File: config.mk
export PLATFORM = sky130hd
export DESIGN_NAME = a2d_spi_resp
export DESIGN_NICKNAME = d
export VERILOG_FILES = /design/src/rtl/a2d_pkg.sv /design/src/rtl/spi_sync_edge.sv /design/src/rtl/a2d_spi_resp.sv
export SDC_FILE = /design/constraint.sdc
export NUM_CORES = 1
export LEC_CHECK = 0
export BUFFER_PORTS_ARGS = -buffer_cell sky130_fd_sc_hd__buf_4
export CAP_MARGIN = 30
export CORE_UTILIZATION = 54
export CTS_CLUSTER_DIAMETER = 40
export DETAILED_ROUTE_END_ITERATION = 10
export PLACE_DENSITY = 0.95
export SLEW_MARGIN = 20
export SYNTH_ARGS = -nofsm -noshare
export SYNTH_HDL_FRONTEND = slang
export SYNTH_SLANG_ARGS = --single-unit
File: constraint.sdc
create_clock -name clk -period 2.9 [get_ports clk]
set_input_delay 0.87 -clock clk [delete_from_list [all_inputs] [get_ports clk]]
set_output_delay 0.87 -clock clk [all_outputs]
set_load 0.02 [all_outputs]
File: src/rtl/a2d_pkg.sv
// a2d_pkg: shared A2D/SPI frame constants and responder state encoding
package a2d_pkg;
  localparam int FRAME_W_DEF = 16;
  localparam int NUM_CH_DEF  = 8;
  localparam int VAL_W       = 12;
  localparam int CH_MSB      = 13;
  localparam int CH_LSB      = 11;
  localparam int CH_W        = CH_MSB - CH_LSB + 1;
  typedef enum logic [1:0] {IDLE, FRONT, SHIFT} state_t;
endpackage

File: src/rtl/spi_sync_edge.sv
// spi_sync_edge: two-flop synchronizer plus history flop giving level and edge pulses
module spi_sync_edge #(
  parameter logic RST_VAL = 1'b0
) (
  input  logic clk,
  input  logic rst_n,
  input  logic i_d,
  output logic o_lvl,
  output logic o_rise,
  output logic o_fall
);
  logic r_s1, r_s2, r_s3;
  // metastability chain, then the history flop that edges are measured against
  always_ff @(posedge clk or negedge rst_n)
    if (!rst_n) {r_s1, r_s2, r_s3} <= {3{RST_VAL}};
    else        {r_s1, r_s2, r_s3} <= {i_d, r_s1, r_s2};
  assign o_lvl  = r_s3;
  assign o_rise = r_s2 & ~r_s3;
  assign o_fall = ~r_s2 & r_s3;
endmodule

File: src/rtl/a2d_spi_resp.sv
// a2d_spi_resp: SPI slave that captures a command frame and returns the previously selected channel
module a2d_spi_resp import a2d_pkg::*; #(
  parameter int FRAME_W = FRAME_W_DEF,
  parameter int NUM_CH  = NUM_CH_DEF
) (
  input  logic                      clk,
  input  logic                      rst_n,
  input  logic                      SS_n,
  input  logic                      SCLK,
  input  logic                      MOSI,
  input  logic [VAL_W*NUM_CH-1:0]   ch_vals,
  output logic                      MISO,
  output logic                      cmd_vld,
  output logic [FRAME_W-1:0]        cmd
);
  localparam int CW = $clog2(FRAME_W + 1);
  localparam logic [CW-1:0] FULL = CW'(FRAME_W);
  state_t               r_state, w_next;
  logic [FRAME_W-1:0]   r_tx_shft, r_rx_shft, r_cmd;
  logic [CW-1:0]        r_bit_cnt;
  logic [CH_W-1:0]      r_chan;
  logic                 r_cmd_vld;
  logic [VAL_W-1:0]     w_val;
  logic                 w_ss_rise, w_ss_fall, w_sclk_rise, w_sclk_fall, w_mosi;
  logic                 w_unused_ss_lvl, w_unused_sclk_lvl, w_unused_mosi_rise, w_unused_mosi_fall;
  logic                 w_load, w_rx_en, w_tx_en, w_done;

  spi_sync_edge #(.RST_VAL(1'b1)) u_ss (
    .clk(clk), .rst_n(rst_n), .i_d(SS_n),
    .o_lvl(w_unused_ss_lvl), .o_rise(w_ss_rise), .o_fall(w_ss_fall)
  );
  spi_sync_edge #(.RST_VAL(1'b1)) u_sclk (
    .clk(clk), .rst_n(rst_n), .i_d(SCLK),
    .o_lvl(w_unused_sclk_lvl), .o_rise(w_sclk_rise), .o_fall(w_sclk_fall)
  );
  spi_sync_edge #(.RST_VAL(1'b0)) u_mosi (
    .clk(clk), .rst_n(rst_n), .i_d(MOSI),
    .o_lvl(w_mosi), .o_rise(w_unused_mosi_rise), .o_fall(w_unused_mosi_fall)
  );

  // channels beyond NUM_CH answer with zero
  assign w_val = (int'(r_chan) < NUM_CH) ? ch_vals[int'(r_chan)*VAL_W +: VAL_W] : '0;

  // state register
  always_ff @(posedge clk or negedge rst_n)
    if (!rst_n) r_state <= IDLE;
    else        r_state <= w_next;

  // next state; an SCLK fall coincident with selection counts as the front edge
  always_comb begin
    w_next = r_state;
    case (r_state)
      IDLE:    if (w_ss_fall) w_next = w_sclk_fall ? SHIFT : FRONT;
      FRONT:   w_next = w_ss_rise ? IDLE : w_sclk_fall ? SHIFT : FRONT;
      SHIFT:   if (w_ss_rise) w_next = IDLE;
      default: w_next = IDLE;
    endcase
  end

  // datapath strobes; shifting stops once a full frame of rises has been seen
  always_comb begin
    w_load  = (r_state == IDLE) && w_ss_fall;
    w_rx_en = (r_state == SHIFT) && w_sclk_rise && (r_bit_cnt != FULL);
    w_tx_en = (r_state == SHIFT) && w_sclk_fall && (r_bit_cnt != FULL);
    w_done  = (r_state == SHIFT) && w_ss_rise && (r_bit_cnt == FULL);
  end

  // shift registers, bit counter, and command/channel capture on a complete frame
  always_ff @(posedge clk or negedge rst_n)
    if (!rst_n) begin
      r_tx_shft <= '0;
      r_rx_shft <= '0;
      r_bit_cnt <= '0;
      r_cmd     <= '0;
      r_chan    <= '0;
      r_cmd_vld <= 1'b0;
    end else begin
      if (w_load) begin
        r_tx_shft <= {{(FRAME_W-VAL_W){1'b0}}, w_val};
        r_rx_shft <= '0;
        r_bit_cnt <= '0;
      end else begin
        if (w_tx_en) r_tx_shft <= {r_tx_shft[FRAME_W-2:0], 1'b0};
        if (w_rx_en) begin
          r_rx_shft <= {r_rx_shft[FRAME_W-2:0], w_mosi};
          r_bit_cnt <= r_bit_cnt + CW'(1);
        end
      end
      if (w_done) begin
        r_cmd  <= r_rx_shft;
        r_chan <= r_rx_shft[CH_MSB:CH_LSB];
      end
      r_cmd_vld <= w_done;
    end

  assign MISO    = r_tx_shft[FRAME_W-1];
  assign cmd     = r_cmd;
  assign cmd_vld = r_cmd_vld;
endmodule
==> impl_results.md, run 1 <==
* Hpwl dp at 5580 um
* Clock H-tree levels at 3
* Nets at between 400 and 500
* CTS tree: done
* Maximum vdd drop at 0.371 mV
* Final-report hold violation count at 0
* Routed wl met3 at 361 um
* Initial Utilization at 56.8%
* Critical path class: reg -> out
* Clock skew at 7.44 ps
* Post-synthesis sequential area ratio at 48.1%
* Drt total wl at 7780 um
* Footprint of the multi-input gates at roughly 1600 um2
* Largest net degree at the start of global routing at 66
* Clock Sinks at between 60 and 70
* Num CTS Buffers at 9
* Setup TNS at 0 ps
* Period utilization at between 70% and 80%
* Req. time, crit path at between 2000 and 2500 ps
* Worst Hold End: u_mosi.o_lvl$_DFF_PN0_
* Antenna viol nets, final at 0
* First-pass GRT wire length at 12400 um
* Max Buffers Root-to-Sink at 2
* R2R cell count at 5
* Die area at 6620 um2
* Setup violations, final at 0
* Area growth syn-to-layout at 33.1%
* Pre-Repair DR Iteration Count at 4
* Critical path buffer and inverter count at 1
* Worst path top cell family by delay: flip-flops
* I/O pins at around 120
* DR vias at 2640
* Hold path depth at 0
* CTS resizes at 0
* Worst Setup Start Kind: flip-flop
* Clock slew at reported path FFs at 70 ps
* Worst-Margin Slew at between 800 and 900 ps
* Pwr/cell area at around 480 nW/um2
* Status: completed
* Worst-path cell chain: buf_4
* Clk root buf: clkbuf_8
* Max stage delay on crit path at 830 ps
* HP Class: reg -> reg
* Syn Nets at about 370
* Hold Buf Count CTS at 0
* Post-Synthesis Cell Area at 3400 um2
* Die width at 81.4 um
* Iter 0 DRT Violations at 117
* RR Endpoint: r_tx_shft[10]$_DFFE_PN0P_
* Fillers at 361
* Fin worst setup slack at 592 ps
* Min Tclk post-route at 2310 ps
* Area occupied by registers at 1630 um2
* Min Hold Slack at 349 ps
* MaxCap Viol Count at 0
* Critical path endpoint category: output port
* WL met2 at 3890 um
* Synthesis warning total at 0
* Fin util at roughly three quarters
* Vias in the first global route at 2701
* Port buffer count at 118
* Critical path arrival at ~1400 ps
* Ratio of cells with drive above 1 in the final layout at 48.1%
* Gpl congestion at 0.869
* CP max FO at 20
* Hold_sp: u_mosi.r_s2$_DFF_PN0_
* Chip height at 81.4 um
* Initial antenna violation count at 0
* DR top layer: met4
* Worst-Skew Late Latency at 340 ps
* Synth Area per Inst at 12.9 um2
* DP Worst Slack at between 800 and 900 ps
* GRT overflow at 0
* Post-CTS setup buffers at 0
* Core Rows at 28
* Synth Instances at 264
* Max frequency at 433 MHz
* GRT Util Overall at roughly a quarter
* # diodes at 0
* Metal-1 WL at 3170 um
* Leak at 2.30 nW
* Via density at 5.71
* CORE AREA at approximately 6000 um2
* Rel. slew slack at 46.3%
* Unrepaired setup endpoints after global routing: false
* Reg-to-reg slack, setup at 940 ps
* Max Slew Vio Count at 0
* #FFs+latches synth at 65
* Crit-path slowest cell: dfrtp_1
* Synth cell types at 38
* Residual DRC at 0
* Wire length per cell at 16.8 um
* RR Startpoint: cmd[13]$_DFFE_PN0P_
[worst max path at each step]
stage                   startpoint  cells after the start                  endpoint
2_1_floorplan          ch_vals[25]                      4  r_tx_shft[1]$_DFFE_PN0P_
3_3_place_gp           ch_vals[77]                      5  r_tx_shft[5]$_DFFE_PN0P_
3_5_place_dp           ch_vals[27]                      5  r_tx_shft[3]$_DFFE_PN0P_
4_1_cts        cmd[13]$_DFFE_PN0P_                      1                   cmd[13]
5_1_grt        cmd[13]$_DFFE_PN0P_                      1                   cmd[13]
6_report       cmd[13]$_DFFE_PN0P_                      1                   cmd[13]
[registers in the layout, summed over array words and instances, names as in the netlist]
name and flops:
u_sclk.o_lvl 1, r_tx_shft 16, cmd 16, u_mosi.r_s1 1, r_bit_cnt 5, u_sclk.r_s1 1
u_ss.r_s2 1, u_ss.r_s1 1, u_sclk.r_s2 1, u_mosi.r_s2 1, u_mosi.o_lvl 1, u_ss.o_lvl 1
r_rx_shft 16, cmd_vld 1, r_state 2
[report_power, final]
group          switching, mW  total [mW]  leakage [nW]  internal [mW]
combinational          0.117       0.289          1.34          0.173
sequential            0.0458        1.03         0.842          0.980
clock                  0.336       0.842         0.113          0.506
total                  0.499        2.16          2.30           1.66
[kinds of logic (layout without fill, tap and decap cells)]
group	count (synthesis)	count (layout)	share of synthesized area [%]
fa+ha+maj	3	3	1.03
buf+inv	24	147	4.78
simple gates	87	87	12.9
flops	65	65	48.1
xor+xnor	4	4	1.03
compound gates	25	25	5.52
mux	56	56	26.7
[cells in the mapped netlist (all sizes together)]
master | instances | share of area, %
nor2 | 10 | 1.1
and4bb | 1 | 0.37
nand2 | 34 | 3.8
mux2i | 16 | 4.7
mux2 | 16 | 5.3
nand4bb | 1 | 0.33
nand4 | 2 | 0.37
o31ai | 1 | 0.22
clkbuf | 4 | 0.55
mux4 | 24 | 17
nand2b | 2 | 0.37
inv | 5 | 0.55
a211oi | 12 | 3.5
or3 | 1 | 0.18
nor3b | 1 | 0.22
a21oi | 11 | 1.6
nand3 | 18 | 2.6
xnor2 | 1 | 0.26
nand3b | 2 | 0.81
dfstp | 6 | 4.6
and2b | 1 | 0.22
and2 | 1 | 0.18
o21ai | 1 | 0.15
xor2 | 3 | 0.77
buf | 15 | 3.7
ha | 2 | 0.74
nor3 | 1 | 0.15
dfrtp | 59 | 43
maj3 | 1 | 0.29
nor2b | 12 | 2.2
[cell usage in the layout, fill, tap and decap left out, types with 2 or more instances in the layout]
master     synthesis  final
buf_4              4    124
dfrtp_1           59     59
nand2_1           34     34
nand3_1           18     18
mux4_2            17     17
mux2i_1           16     16
mux2_2            14     14
nor2b_1           12     12
a21oi_1           11     11
nor2_1            10     10
clkbuf_8           0     10
mux4_1             7      7
a211oi_2           6      6
a211oi_1           6      6
dfstp_2            6      6
inv_1              5      5
xor2_1             3      3
mux2_1             2      2
nand2b_1           2      2
nand4_1            2      2
ha_1               2      2
clkinv_2           0      2
bufinv_16          0      2
[worst reg2reg max path, cell delays in order (launching register included)]
cell	delay, ps
dfrtp_1	830
buf_4	280
mux4_2	300
nor2b_1	150
a211oi_2	200
a21oi_1	60
[through the flow]
stage | cells | total power [mW] | instance area, um2
6_report | 462 | 2.16 | 4530
5_1_grt | 462 | 2.25 | 4530
4_1_cts | 461 | 2.17 | 4520
3_5_place_dp | 445 | 1.33 | 4300
3_3_place_gp | 445 | 1.31 | 4300
2_1_floorplan | 264 | 1.18 | 3400
[final cells by class]
cell class / count / share of cell area, %
inverter: 5 / 0.415
clock buffer: 11 / 3.12
clock inverter: 5 / 1.74
tap: 75 / 2.07
timing repair buffer: 126 / 21.1
multi-input combinational: 175 / 35.4
sequential: 65 / 36.1
[layer usage]
metal	vias to the layer above	GRT usage [%]
met5	-	0
met4	0	13.8
met3	37	6.97
met2	96	42.1
met1	1308	30.6
li1	1199	-
Power figures use the tool's default switching activity.
==> inputs of run 2 (changes only) <==
--- a/config.mk
+++ b/config.mk
@@ -7,10 +7,10 @@
 export LEC_CHECK = 0
 export BUFFER_PORTS_ARGS = -buffer_cell sky130_fd_sc_hd__buf_4
 export CAP_MARGIN = 30
-export CORE_UTILIZATION = 54
+export CORE_UTILIZATION = 45
 export CTS_CLUSTER_DIAMETER = 40
 export DETAILED_ROUTE_END_ITERATION = 10
-export PLACE_DENSITY = 0.95
+export PLACE_DENSITY = 0.86
 export SLEW_MARGIN = 20
 export SYNTH_ARGS = -nofsm -noshare
 export SYNTH_HDL_FRONTEND = slang
==> constraint.sdc (replaced) <==
create_clock -name clk -period 2 [get_ports clk]
set_input_delay 0.6 -clock clk [delete_from_list [all_inputs] [get_ports clk]]
set_output_delay 0.6 -clock clk [all_outputs]
set_load 0.02 [all_outputs]
==> run 2 against run 1 <==
Compared with the run above:
- sequential share of layout area fell by 0.63 points
- clock power rose by 60%
- sequential power rose by 45%
- critical path type is now reg -> reg
- core utilization fell by 12 points
- critical endpoint is now r_bit_cnt[0]$_DFFE_PN0P_
- hold slack got worse by 250 ps
==> impl_results.md, run 2 (synthesis gave the netlist of run 1 again) <==
* Period utilization at 90.6%
* Clock Sinks at 65
* HP Class: in -> async
* GRT Util Overall at approximately a fifth
* CP max FO at 19
* Initial Utilization at 46.6%
* Max stage delay on crit path at 600 ps
* Min Tclk post-route at roughly 1800 ps
* DR vias at 2565
* Post-CTS setup buffers at 0
* Clk root buf: clkbuf_8
* CTS resizes at 0
* I/O pins at 119
* Most frequent cells in the layout: buf_4, dfrtp_1, nand2_1, nand3_1, mux4_2
* First-pass GRT wire length at 12400 um
* Maximum vdd drop at 0.510 mV
* Worst path depth at 6
* Clock skew at 8.10 ps
* Pwr/cell area at 706 nW/um2
* Crit-path slowest cell: and2_1
* Area growth syn-to-layout at 35.5%
* Worst Setup Start Kind: flip-flop
* Max Slew Vio Count at 0
* Die area at 7910 um2
* Chip height at 88.9 um
* Setup TNS at 0 ps
* Worst-Margin Slew at roughly 660 ps
* Setup violations, final at 0
* Wire length per cell at around 16 um
* CORE AREA at between 7000 and 8000 um2
* Total Power at around 3.3 mW
* Residual DRC at 0
* Leak at approximately 2.3 nW
* Hpwl dp at between 5000 and 6000 um
* MaxCap Viol Count at 0
* Worst-Skew Late Latency at 340 ps
* Num CTS Buffers at 9
* Clock slew at reported path FFs at 70 ps
* Gpl congestion at 0.798
* Rel. slew slack at between 50% and 60%
* Critical path buffer and inverter count at 1
* Hold Buf Count CTS at 0
* Die width at 88.9 um
* GRT overflow at 0
* Critical path class: reg -> reg
* Nets at 485
* Critical path endpoint category: flip-flop
* Drt total wl at 7550 um
* Clock H-tree levels at 3
* Fillers at 615
* Port buffer count at 118
* Largest net degree at the start of global routing at 56
* Iter 0 DRT Violations at 107
* Worst-path cell chain: inv_1, ha_1, nand4bb_1, and2_1, xnor2_1, nor2_1
* Pre-Repair DR Iteration Count at 4
* Footprint of the multi-input gates at 1600 um2
* Via density at between 5 and 6
* Worst path top cell family by delay: simple AND/OR/NAND/NOR gates
* # diodes at 0
* Placed Cells at 470
* Max Buffers Root-to-Sink at 2
* Vias in the first global route at ~2700
* Status: completed
* Critical path arrival at about 2100 ps
* Req. time, crit path at 2240 ps
* Final-report hold violation count at 0
* CTS tree: done
* Unrepaired setup endpoints after global routing: false
* Most common cell after layout, fill and taps aside: buf_4
* Area occupied by registers at 1630 um2
* Ratio of cells with drive above 1 in the final layout at between 40% and 50%
* Antenna viol nets, final at 0
* Initial antenna violation count at 0
* Max frequency at 552 MHz
* Core Rows at 31
* Fin cells at 486
* R2R cell count at 6
==> run 2: area by class of cell <==
class / instances / share of cell area [%]
Clock buffer: 10 / 2.77
Tap cell: 99 / 2.69
Multi-Input combinational cell: 175 / 34.8
Timing Repair Buffer: 126 / 21.3
Sequential cell: 65 / 35.5
Inverter: 5 / 0.407
Clock inverter: 6 / 2.50
==> run 2: worst reg2reg max path, cell delays in order (launching register included) <==
cell	delay [ps]
dfrtp_1	410
inv_1	60
ha_1	190
nand4bb_1	190
and2_1	600
xnor2_1	200
nor2_1	50
==> run 2: power breakdown <==
part	internal, mW	total (mW)	switching (mW)
clock network	0.835	1.35	0.511
logic	0.257	0.420	0.163
registers	1.42	1.49	0.0651
total	2.51	3.25	0.739
==> run 2: per-stage QoR <==
stage | cell area (um2) | util, % | hold slack (ps) | setup WS (ps)
finish | 4610 | 63.2 | 95.3 | 189
floorplan | 3400 | - | 304 | 270
detailed placement | 4360 | 59.8 | 340 | 211
global placement | 4360 | 59.8 | 335 | 256
global route | 4610 | 63.2 | 84.6 | 49.1
CTS | 4610 | 63.2 | 81.9 | 187
==> run 2: path summary, 6_finish.rpt <==
check / start / to / slack, ps
worst min register to register: u_mosi.r_s1$_DFF_PN0_ / u_mosi.r_s2$_DFF_PN0_ / 350
max in group asynchronous: rst_n / u_sclk.r_s2$_DFF_PN1_ / 1350
min in group clk: u_mosi.r_s1$_DFF_PN0_ / u_mosi.r_s2$_DFF_PN0_ / 350
worst min-delay path: rst_n / r_tx_shft[12]$_DFFE_PN0P_ / 100
worst max-delay path: r_bit_cnt[0]$_DFFE_PN0P_ / r_bit_cnt[0]$_DFFE_PN0P_ / 190
worst max register to register: r_bit_cnt[0]$_DFFE_PN0P_ / r_bit_cnt[0]$_DFFE_PN0P_ / 190
==> run 2: routing by layer <==
metal,part of all wire (%),track usage [%],wire length [um]
met5,0,0,0
met2,54,37.8,4050
met3,3.6,6.46,274
met4,2.9,9.96,218
met1,40,23.7,3010
